$ cat config.mk
export PLATFORM = sky130hd
export DESIGN_NAME = prediction_collector
export DESIGN_NICKNAME = d
export VERILOG_FILES = /design/src/rtl/prediction_collector_pkg.sv /design/src/rtl/prediction_collector_sat_counter_next.sv /design/src/rtl/prediction_collector.sv
export SDC_FILE = /design/constraint.sdc
export NUM_CORES = 1
export LEC_CHECK = 0
export CAP_MARGIN = 5
export CORE_UTILIZATION = 41
export CTS_BUF_LIST = sky130_fd_sc_hd__clkbuf_4
export DETAILED_ROUTE_END_ITERATION = 6
export PLACE_DENSITY = 0.78
export SLEW_MARGIN = 15
export SYNTH_ARGS = -nofsm -noshare
export SYNTH_HDL_FRONTEND = slang
export SYNTH_SLANG_ARGS = --single-unit
$ cat constraint.sdc
create_clock -name CLK -period 1.8 [get_ports CLK]
set_clock_uncertainty 0.1 [all_clocks]
set_input_delay 0.54 -clock CLK [delete_from_list [all_inputs] [get_ports CLK]]
set_output_delay 0.54 -clock CLK [all_outputs]
set_load 0.03 [all_outputs]
$ cat src/rtl/prediction_collector_pkg.sv
// Shared predictor definitions.
//   N_ENTRIES / IDX_W / CTR_W : default predictor geometry
//   CTR_WEAK_NT               : counter value reported for entries never updated
//   sat_next()                : saturating up/down step of a counter of a given width
package prediction_collector_pkg;

    localparam int unsigned N_ENTRIES = 16;
    localparam int unsigned IDX_W     = 4;
    localparam int unsigned CTR_W     = 2;

    // Widest counter the helper function supports; narrower counters are zero-extended.
    localparam int unsigned MAX_CTR_W = 8;

    localparam logic [CTR_W-1:0] CTR_WEAK_NT = 2'b01;

    // Saturating step: taken counts up to all-ones of 'width', not-taken counts down to zero.
    function automatic logic [MAX_CTR_W-1:0] sat_next(input logic [MAX_CTR_W-1:0] ctr,
                                                       input logic                 taken,
                                                       input int unsigned          width);
        logic [MAX_CTR_W-1:0] max_val;
        logic [MAX_CTR_W-1:0] result;
        max_val = (MAX_CTR_W'(1) << width) - MAX_CTR_W'(1);
        result  = ctr;
        if (taken) begin
            if (ctr != max_val) result = ctr + MAX_CTR_W'(1);
        end else begin
            if (ctr != '0) result = ctr - MAX_CTR_W'(1);
        end
        return result;
    endfunction

endpackage

$ cat src/rtl/prediction_collector_sat_counter_next.sv
// sat_counter_next: combinational saturated next value of one predictor counter.
//   ctr_i   : current counter value
//   taken_i : resolved outcome, 1 = taken
//   ctr_o   : counter after one saturating step
module sat_counter_next
    import prediction_collector_pkg::*;
#(
    parameter int unsigned CTR_W = prediction_collector_pkg::CTR_W
) (
    input  logic [CTR_W-1:0] ctr_i,
    input  logic             taken_i,
    output logic [CTR_W-1:0] ctr_o
);

    logic [MAX_CTR_W-1:0] ctr_ext;
    logic [MAX_CTR_W-1:0] next_ext;

    always_comb begin
        ctr_ext  = MAX_CTR_W'(ctr_i);
        next_ext = sat_next(ctr_ext, taken_i, CTR_W);
        ctr_o    = next_ext[CTR_W-1:0];
    end

endmodule

$ cat src/rtl/prediction_collector.sv
// prediction_collector: registers a branch prediction read from a table of saturating counters.
//   CLK, RESET              : rising-edge clock, asynchronous active-high reset
//   READ_EN, column         : read request and entry to read
//   PRED_STATE              : packed counters of all entries, entry i at [i*CTR_W +: CTR_W]
//   UPD_ENABLE/COLUMN/OUTCOME : update strobe, entry and outcome happening this cycle
//   STALL                   : hold all outputs, ignore READ_EN
//   PREDICTION, PRED_CTR    : taken bit (counter MSB) and effective counter of the last read
//   PRED_COLUMN, VALID      : entry of the last read, outputs carry a fresh read
module prediction_collector
#(
    parameter int unsigned N_ENTRIES = prediction_collector_pkg::N_ENTRIES,
    parameter int unsigned IDX_W     = prediction_collector_pkg::IDX_W,
    parameter int unsigned CTR_W     = prediction_collector_pkg::CTR_W
) (
    input  logic                       CLK,
    input  logic                       RESET,
    input  logic                       READ_EN,
    input  logic [IDX_W-1:0]           column,
    input  logic [N_ENTRIES*CTR_W-1:0] PRED_STATE,
    input  logic                       UPD_ENABLE,
    input  logic [IDX_W-1:0]           UPD_COLUMN,
    input  logic                       UPD_OUTCOME,
    input  logic                       STALL,
    output logic                       PREDICTION,
    output logic [CTR_W-1:0]           PRED_CTR,
    output logic [IDX_W-1:0]           PRED_COLUMN,
    output logic                       VALID
);

    import prediction_collector_pkg::*;

    localparam logic [CTR_W-1:0] WeakNt = CTR_W'(CTR_WEAK_NT);

    logic [N_ENTRIES-1:0] seen_q;
    logic [CTR_W-1:0]     ctr_q;
    logic [IDX_W-1:0]     col_q;
    logic                 valid_q;

    logic [CTR_W-1:0]     entry_ctr;
    logic [CTR_W-1:0]     fwd_ctr;
    logic [CTR_W-1:0]     eff_ctr;

    always_comb begin
        entry_ctr = PRED_STATE[int'(column)*CTR_W +: CTR_W];
    end

    sat_counter_next #(
        .CTR_W(CTR_W)
    ) u_sat_counter_next (
        .ctr_i  (entry_ctr),
        .taken_i(UPD_OUTCOME),
        .ctr_o  (fwd_ctr)
    );

    // A same-cycle update to the read entry wins; PRED_STATE does not reflect it yet.
    // Entries never updated since reset report weakly-not-taken regardless of PRED_STATE.
    always_comb begin
        eff_ctr = WeakNt;
        if (UPD_ENABLE && (UPD_COLUMN == column)) begin
            eff_ctr = fwd_ctr;
        end else if (seen_q[column]) begin
            eff_ctr = entry_ctr;
        end
    end

    always_ff @(posedge CLK or posedge RESET) begin
        if (RESET) begin
            seen_q  <= '0;
            ctr_q   <= WeakNt;
            col_q   <= '0;
            valid_q <= 1'b0;
        end else begin
            // Updates are tracked even while stalled.
            if (UPD_ENABLE) begin
                seen_q[UPD_COLUMN] <= 1'b1;
            end
            if (!STALL) begin
                if (READ_EN) begin
                    ctr_q   <= eff_ctr;
                    col_q   <= column;
                    valid_q <= 1'b1;
                end else begin
                    valid_q <= 1'b0;
                end
            end
        end
    end

    assign PREDICTION  = ctr_q[CTR_W-1];
    assign PRED_CTR    = ctr_q;
    assign PRED_COLUMN = col_q;
    assign VALID       = valid_q;

endmodule

# [Word-level counts from Yosys, hierarchy flattened]
# Index checks and enable logic that the tools add are counted.
[classes] add_sub_neg=2 magnitude_cmp=3 n_eq_ne=2 n_shift=1 muxes=10 bitwise=2 n_reduce_logical=4
[op_table] cell="$shiftx 32x6->2" n=1
[op_table] cell="$or 16x16->16" n=1
[op_table] cell="$lt 4x5->1 const B" n=2
[op_table] cell="$mux 2" n=5
[op_table] cell="$bmux 1 s4" n=1
[op_table] cell="$demux 1 s4" n=1
[op_table] cell="$eq 4x4->1" n=1
[op_table] cell="$ge 4x1->1 const B" n=1
[op_table] cell="$mux 1" n=3
[op_table] cell="$add 2x1->2 const B" n=1
[op_table] cell="$logic_and 1x1->1" n=2
[op_table] cell="$ne 2x2->1 const B" n=1
[op_table] cell="$reduce_and 2->1" n=1
[op_table] cell="$reduce_bool 2->1" n=1
[op_table] cell="$sub 2x1->2 const B" n=1
[op_table] cell="$not 1->1" n=1
[word_totals] register_bits=23 input_bits=46 output_inout_bits=8 wordCells=28

# [Depth between registers and ports, before layout]
# Gate-level depths: netlist of run 1.
[logic_depth] word_depth=5 ltp_mapped=8

# [Hierarchy]
# Synthesis of run 1 repeated with hierarchy kept, for this count alone.
[hier_totals] cells_unflattened=114 area_unflattened_um2=1471.4
[by_module_without_submodules] mod="prediction_collector" instances=1 cells_each=111 area_each_um2=1445.1 seq_area_each_um2=576.8
[by_module_without_submodules] mod="sat_counter_next" instances=1 cells_each=3 area_each_um2=26.3 seq_area_each_um2=0.0

# [Least setup slack after synthesis of run 1]
# OpenSTA, ideal clock, no wires.
[synth_timing] kind="input port to flip-flop" startpoint="in column[0]" endpoint="reg ctr_q[1], in the netlist PRED_CTR[1]" setup_ps=126 arrival_time_ps=2094 path_slack_ps=-520 path_stages=6 n_path_buf=1 cell_sequence="buf_6 -> mux4_2 -> mux4_2 -> nand3_1 -> o21ai_0 -> a221o_1"
[synth_via] elab_chain_len=5
[synth_rtl] item="start: declaration" line_no="prediction_collector.sv:18" rtl="input logic [IDX_W-1:0] column,"
[synth_rtl] item="$shiftx 32x6->2" line_no="prediction_collector.sv:44" rtl="entry_ctr = PRED_STATE[int'(column)*CTR_W +: CTR_W];"
[synth_rtl] item="$sub 2x1->2 (tied with other cells)" line_no="prediction_collector_pkg.sv:27" rtl="if (ctr != '0) result = ctr - MAX_CTR_W'(1);"
[synth_rtl] item="$mux 2, on equally long branches" line_no="prediction_collector_pkg.sv:27, prediction_collector_pkg.sv:25"
[synth_rtl] item="$mux 2" line_no="prediction_collector_pkg.sv:24" rtl="if (taken) begin"
[synth_rtl] item="$mux 2 *" line_no="prediction_collector.sv:59" rtl="if (UPD_ENABLE && (UPD_COLUMN == column)) begin"
[synth_rtl] item="end signal: assignment" line_no="prediction_collector.sv:69" rtl="ctr_q <= WeakNt;"
[synth_rtl] item="end signal: assignment" line_no="prediction_collector.sv:79" rtl="ctr_q <= eff_ctr;"
[synth_rtl] item="end: declaration" line_no="prediction_collector.sv:35" rtl="logic [CTR_W-1:0] ctr_q;"
# Every way passes the cells marked *; elsewhere a longest branch is shown, timed or not. The select of a mux whose other input is x is not followed.
# A chain may end at the register's enable or synchronous reset.

# [Final worst setup path of run 1]
[layout_timing] startpoint="in column[1]" endpoint="reg ctr_q[1], in the netlist PRED_CTR[1]"
# The elaborated chain is that of the path after synthesis.

==> results of run 1 <==
## final cells by class
| type | count | area (um^2) | share of cell area (%) |
|---|---|---|---|
| multi-input cells | 91 | 799.5 | 36.64 |
| inverters | 2 | 7.507 | 0.3440 |
| repair buffers | 85 | 715.7 | 32.80 |
| flip-flops and latches | 23 | 576.8 | 26.43 |
| clock inverters | 1 | 5.005 | 0.2294 |
| clock buffers | 3 | 22.52 | 1.032 |
| well taps | 44 | 55.05 | 2.523 |
## layer usage
layer / share of wire [%] / vias up / wire, um
met1: 41 / 646 / 1643
met2: 53 / 40 / 2091
met3: 4.1 / 12 / 163
met4: 1.8 / 0 / 73
li1: - / 625 / -
met5: 0 / - / 0
## synth_stat cells, drive strengths merged, types with 5 or more instances
cell    number
buf          6
nor2b        5
o21bai       8
mux4        11
nor2         5
nand2       17
clkbuf       5
dfrtp       22
nand3        5
mux2i        6
## cell families after synthesis
kind of cell,after synthesis,synth area share [%]
AO/OA/AOI/OAI,26,14.43
flip-flops,23,40.80
multiplexers,18,22.57
buffers and inverters,13,5.044
XOR/XNOR,4,2.478
AND/OR/NAND/NOR,43,14.69
## how the worst min path moves through the flow
| stage | start | endpoint | depth (start not counted) |
|---|---|---|---|
| detailed placement | seen_q[2]$_DFFE_PP0P_ | seen_q[2]$_DFFE_PP0P_ | 1 |
| finish | seen_q[2]$_DFFE_PP0P_ | seen_q[2]$_DFFE_PP0P_ | 1 |
| floorplan | seen_q[0]$_DFFE_PP0P_ | seen_q[0]$_DFFE_PP0P_ | 1 |
| global placement | seen_q[6]$_DFFE_PP0P_ | seen_q[6]$_DFFE_PP0P_ | 1 |
| global route | seen_q[9]$_DFFE_PP0P_ | seen_q[9]$_DFFE_PP0P_ | 1 |
| CTS | seen_q[2]$_DFFE_PP0P_ | seen_q[2]$_DFFE_PP0P_ | 1 |
## power groups by stage
stage | sequential, mW | clock [mW] | combinational (mW)
2_1_floorplan | 0.704 | 0 | 0.276
3_3_place_gp | 0.662 | 0 | 0.574
3_5_place_dp | 0.666 | 0 | 0.591
4_1_cts | 0.655 | 0.246 | 0.569
5_1_grt | 0.664 | 0.273 | 0.645
6_report | 0.656 | 0.243 | 0.599
## what timing repair did
action                                  4_1_cts  5_1_grt
pin swaps                                     3        6
setup buffers                                 2        2
endpoints found under the hold margin         0        0
endpoints found under the setup margin        9        3
gates cloned                                  0        0
gates resized for setup                      67       23
## sequential cells by signal (all words and copies together), names as in the netlist
name	count
PRED_COLUMN	4
PRED_CTR	2
VALID	1
seen_q	16
## per-stage QoR
step	setup WS [ns]	TNS, ns	area [um^2]
floorplan	-0.4933	-0.8135	1428
detailed placement	-1.188	-3.053	2161
CTS	-0.3215	-0.5375	2141
global route	-0.3291	-0.5881	2182
global placement	-1.097	-2.927	2161
finish	-0.2910	-0.5026	2182
## critical path, cell delays in order
cell and delay (ns):
sky130_fd_sc_hd__buf_4 0.10, sky130_fd_sc_hd__buf_12 0.11, sky130_fd_sc_hd__mux4_2 0.50, sky130_fd_sc_hd__mux2i_1 0.21, sky130_fd_sc_hd__o21a_1 0.17, sky130_fd_sc_hd__o22a_1 0.17
sky130_fd_sc_hd__o21ai_1 0.08, sky130_fd_sc_hd__a221o_1 0.32
==> flow_metrics.env, run 1 <==
export IMPL_timing_worst_slew_pin_value_ns=0.3447
export IMPL_globalRouteMet3Util_pct=3.625
export IMPL_fin_nets=252
export IMPL_cts_root_buffer_cell="sky130_fd_sc_hd__clkbuf_4"
export IMPL_path_class="in2reg"
export IMPL_drt_drc_violations_left=0
export IMPL_routed_via_density=5.313
export IMPL_worst_ir_drop_on_vdd_mv=0.4082
export IMPL_violations="negative setup slack"
export IMPL_busiest_layer="met2"
export IMPL_ios=54
export IMPL_outcome="finished with violations"
export IMPL_layout_area_overhead_vs_synth_pct=54.34
export IMPL_netlist_top_cells_area="sky130_fd_sc_hd__dfrtp_1, sky130_fd_sc_hd__mux4_2, sky130_fd_sc_hd__nand2_1, sky130_fd_sc_hd__mux2i_1, sky130_fd_sc_hd__o21bai_1"
export IMPL_timing_final_crit_share_pct=116.2
export IMPL_cts_inserted_buffers=3
export IMPL_detail_route_first_pass_iterations=4
export IMPL_globalplace_congestion=0.8113
export IMPL_use_met2_pct=43.01
export IMPL_cts_tree="built"
export IMPL_leakagePower_nw=0.9796
export IMPL_switching_power_mw=0.4655
export IMPL_placedCellCount=241
export IMPL_report_power_total_mw=1.498
export IMPL_timing_critical_path_from="column[1]"
export IMPL_crit_arrival_ns=2.20
export IMPL_final_max_slew_viol_count=0
export IMPL_synth_yosys_warnings=0
export IMPL_mappedNetlistArea_um2=1414
export IMPL_layout_cells_most_common="sky130_fd_sc_hd__buf_4"
export IMPL_critPathMaxFanout=5
export IMPL_buffer_ports_inserted=53
export IMPL_postSynthAreaPerCell_um2=11.13
export IMPL_timing_rr_start="seen_q[5]$_DFFE_PP0P_"
export IMPL_drt_first_iter_violations=59
export IMPL_h_tree_level_count=1
export IMPL_grt_use_met1_pct=29.01
export IMPL_crit_end="PRED_CTR[1]$_DFFE_PP0P_"
export IMPL_hold_class="reg2reg"
export IMPL_post_synth_inst_count=127
export IMPL_max_cap_viol_count=0
export IMPL_clockPowerShare_pct=16.2
export IMPL_maximum_number_of_pins_on_one_net_before_global_route_repair=24
export IMPL_clock_path_buffers=2
export IMPL_route_antenna_remaining_nets=0
export IMPL_finish_utilization_pct=69.21
export IMPL_final_critical_path_setup_slack_ns=-0.2910
export IMPL_fmaxAchievable_mhz=478.2
export IMPL_ys_seq_area_share_pct=40.80
export IMPL_drive_gt1_share_pct=39.51
export IMPL_library_cell_with_the_largest_summed_area_after_synthesis="sky130_fd_sc_hd__dfrtp_1"
export IMPL_reg2reg_depth=6
export IMPL_setup_viol_count_final=2
export IMPL_mostFrequentLayoutCells="sky130_fd_sc_hd__buf_4, sky130_fd_sc_hd__dfrtp_1, sky130_fd_sc_hd__clkdlybuf4s50_1"
export IMPL_slew_headroom_pct=77.02
export IMPL_rsz_0062_raised_after_global_routing="yes"
export IMPL_sequential_power_share_pct=43.8
export IMPL_finalWorstPathRequiredPeriod_ns=2.091
export IMPL_ys_flop_type="sky130_fd_sc_hd__dfrtp_1"
export IMPL_share_comb_of_total_power_pct=40.0
export IMPL_rows=20
export IMPL_grt_use_total_pct=23.67
export IMPL_r2r_setup_slack_ns=-0.24
export IMPL_p_int_mw=1.032
export IMPL_sw_frac_of_total_pct=31.08
export IMPL_antenna_found_initial=0
export IMPL_netlist_cell_type_count=31
export IMPL_clock_sinks=23
export IMPL_overflow=0
export IMPL_clk_pin_slew_ns=0.13
export IMPL_floorplan_initialDensity_pct=44.84
export IMPL_layoutNonFillerInstCount=249
export IMPL_worstReg2RegEnd="PRED_CTR[1]$_DFFE_PP0P_"
export IMPL_clk_latency_worst_skew_pair_ns=0.31
export IMPL_synth_edf_count=0
export IMPL_die_w_um=60.73
export IMPL_worst_setup_path_end_kind="flop"
export IMPL_design_die_area_um2=3688
export IMPL_synthDominantCellAreaShare_pct=38.94
export IMPL_num_vias=1323
export IMPL_grt_pass1_wl_mm=6.203
export IMPL_critical_path_source_type="input port"
export IMPL_detail_route_wl_per_cell_um=15.95
export IMPL_async_reset_ff_share_pct=100.0
export IMPL_crit_required_ns=1.91
export IMPL_fp_coreArea_um2=3153
export IMPL_hpwl_mm=3.163
export IMPL_power_density_nw_per_um2=686.4
export IMPL_holdBufCountCts=0
export IMPL_final_routed_wirelength_mm=3.972
export IMPL_synth_seq_cells=23
export IMPL_dieHeight_um=60.73
export IMPL_hold_violations=0
export IMPL_first_global_vias=1397
export IMPL_postSynthNetCount=173
export IMPL_num_antenna_cells=0
export IMPL_finalHoldWorstSlack_ns=0.3886
export IMPL_n_fill_cell=247
Note: power is estimated with default switching activity, not from simulation.
==> run 2: changes to the inputs <==
--- a/config.mk
+++ b/config.mk
@@ -9,6 +9,7 @@
 export CORE_UTILIZATION = 41
 export CTS_BUF_LIST = sky130_fd_sc_hd__clkbuf_4
 export DETAILED_ROUTE_END_ITERATION = 6
+export HOLD_SLACK_MARGIN = 0.05
 export PLACE_DENSITY = 0.78
 export SLEW_MARGIN = 15
 export SYNTH_ARGS = -nofsm -noshare
==> results of run 2 <==
Same layout as run 1: the final DEF is identical, and so are final timing and power.
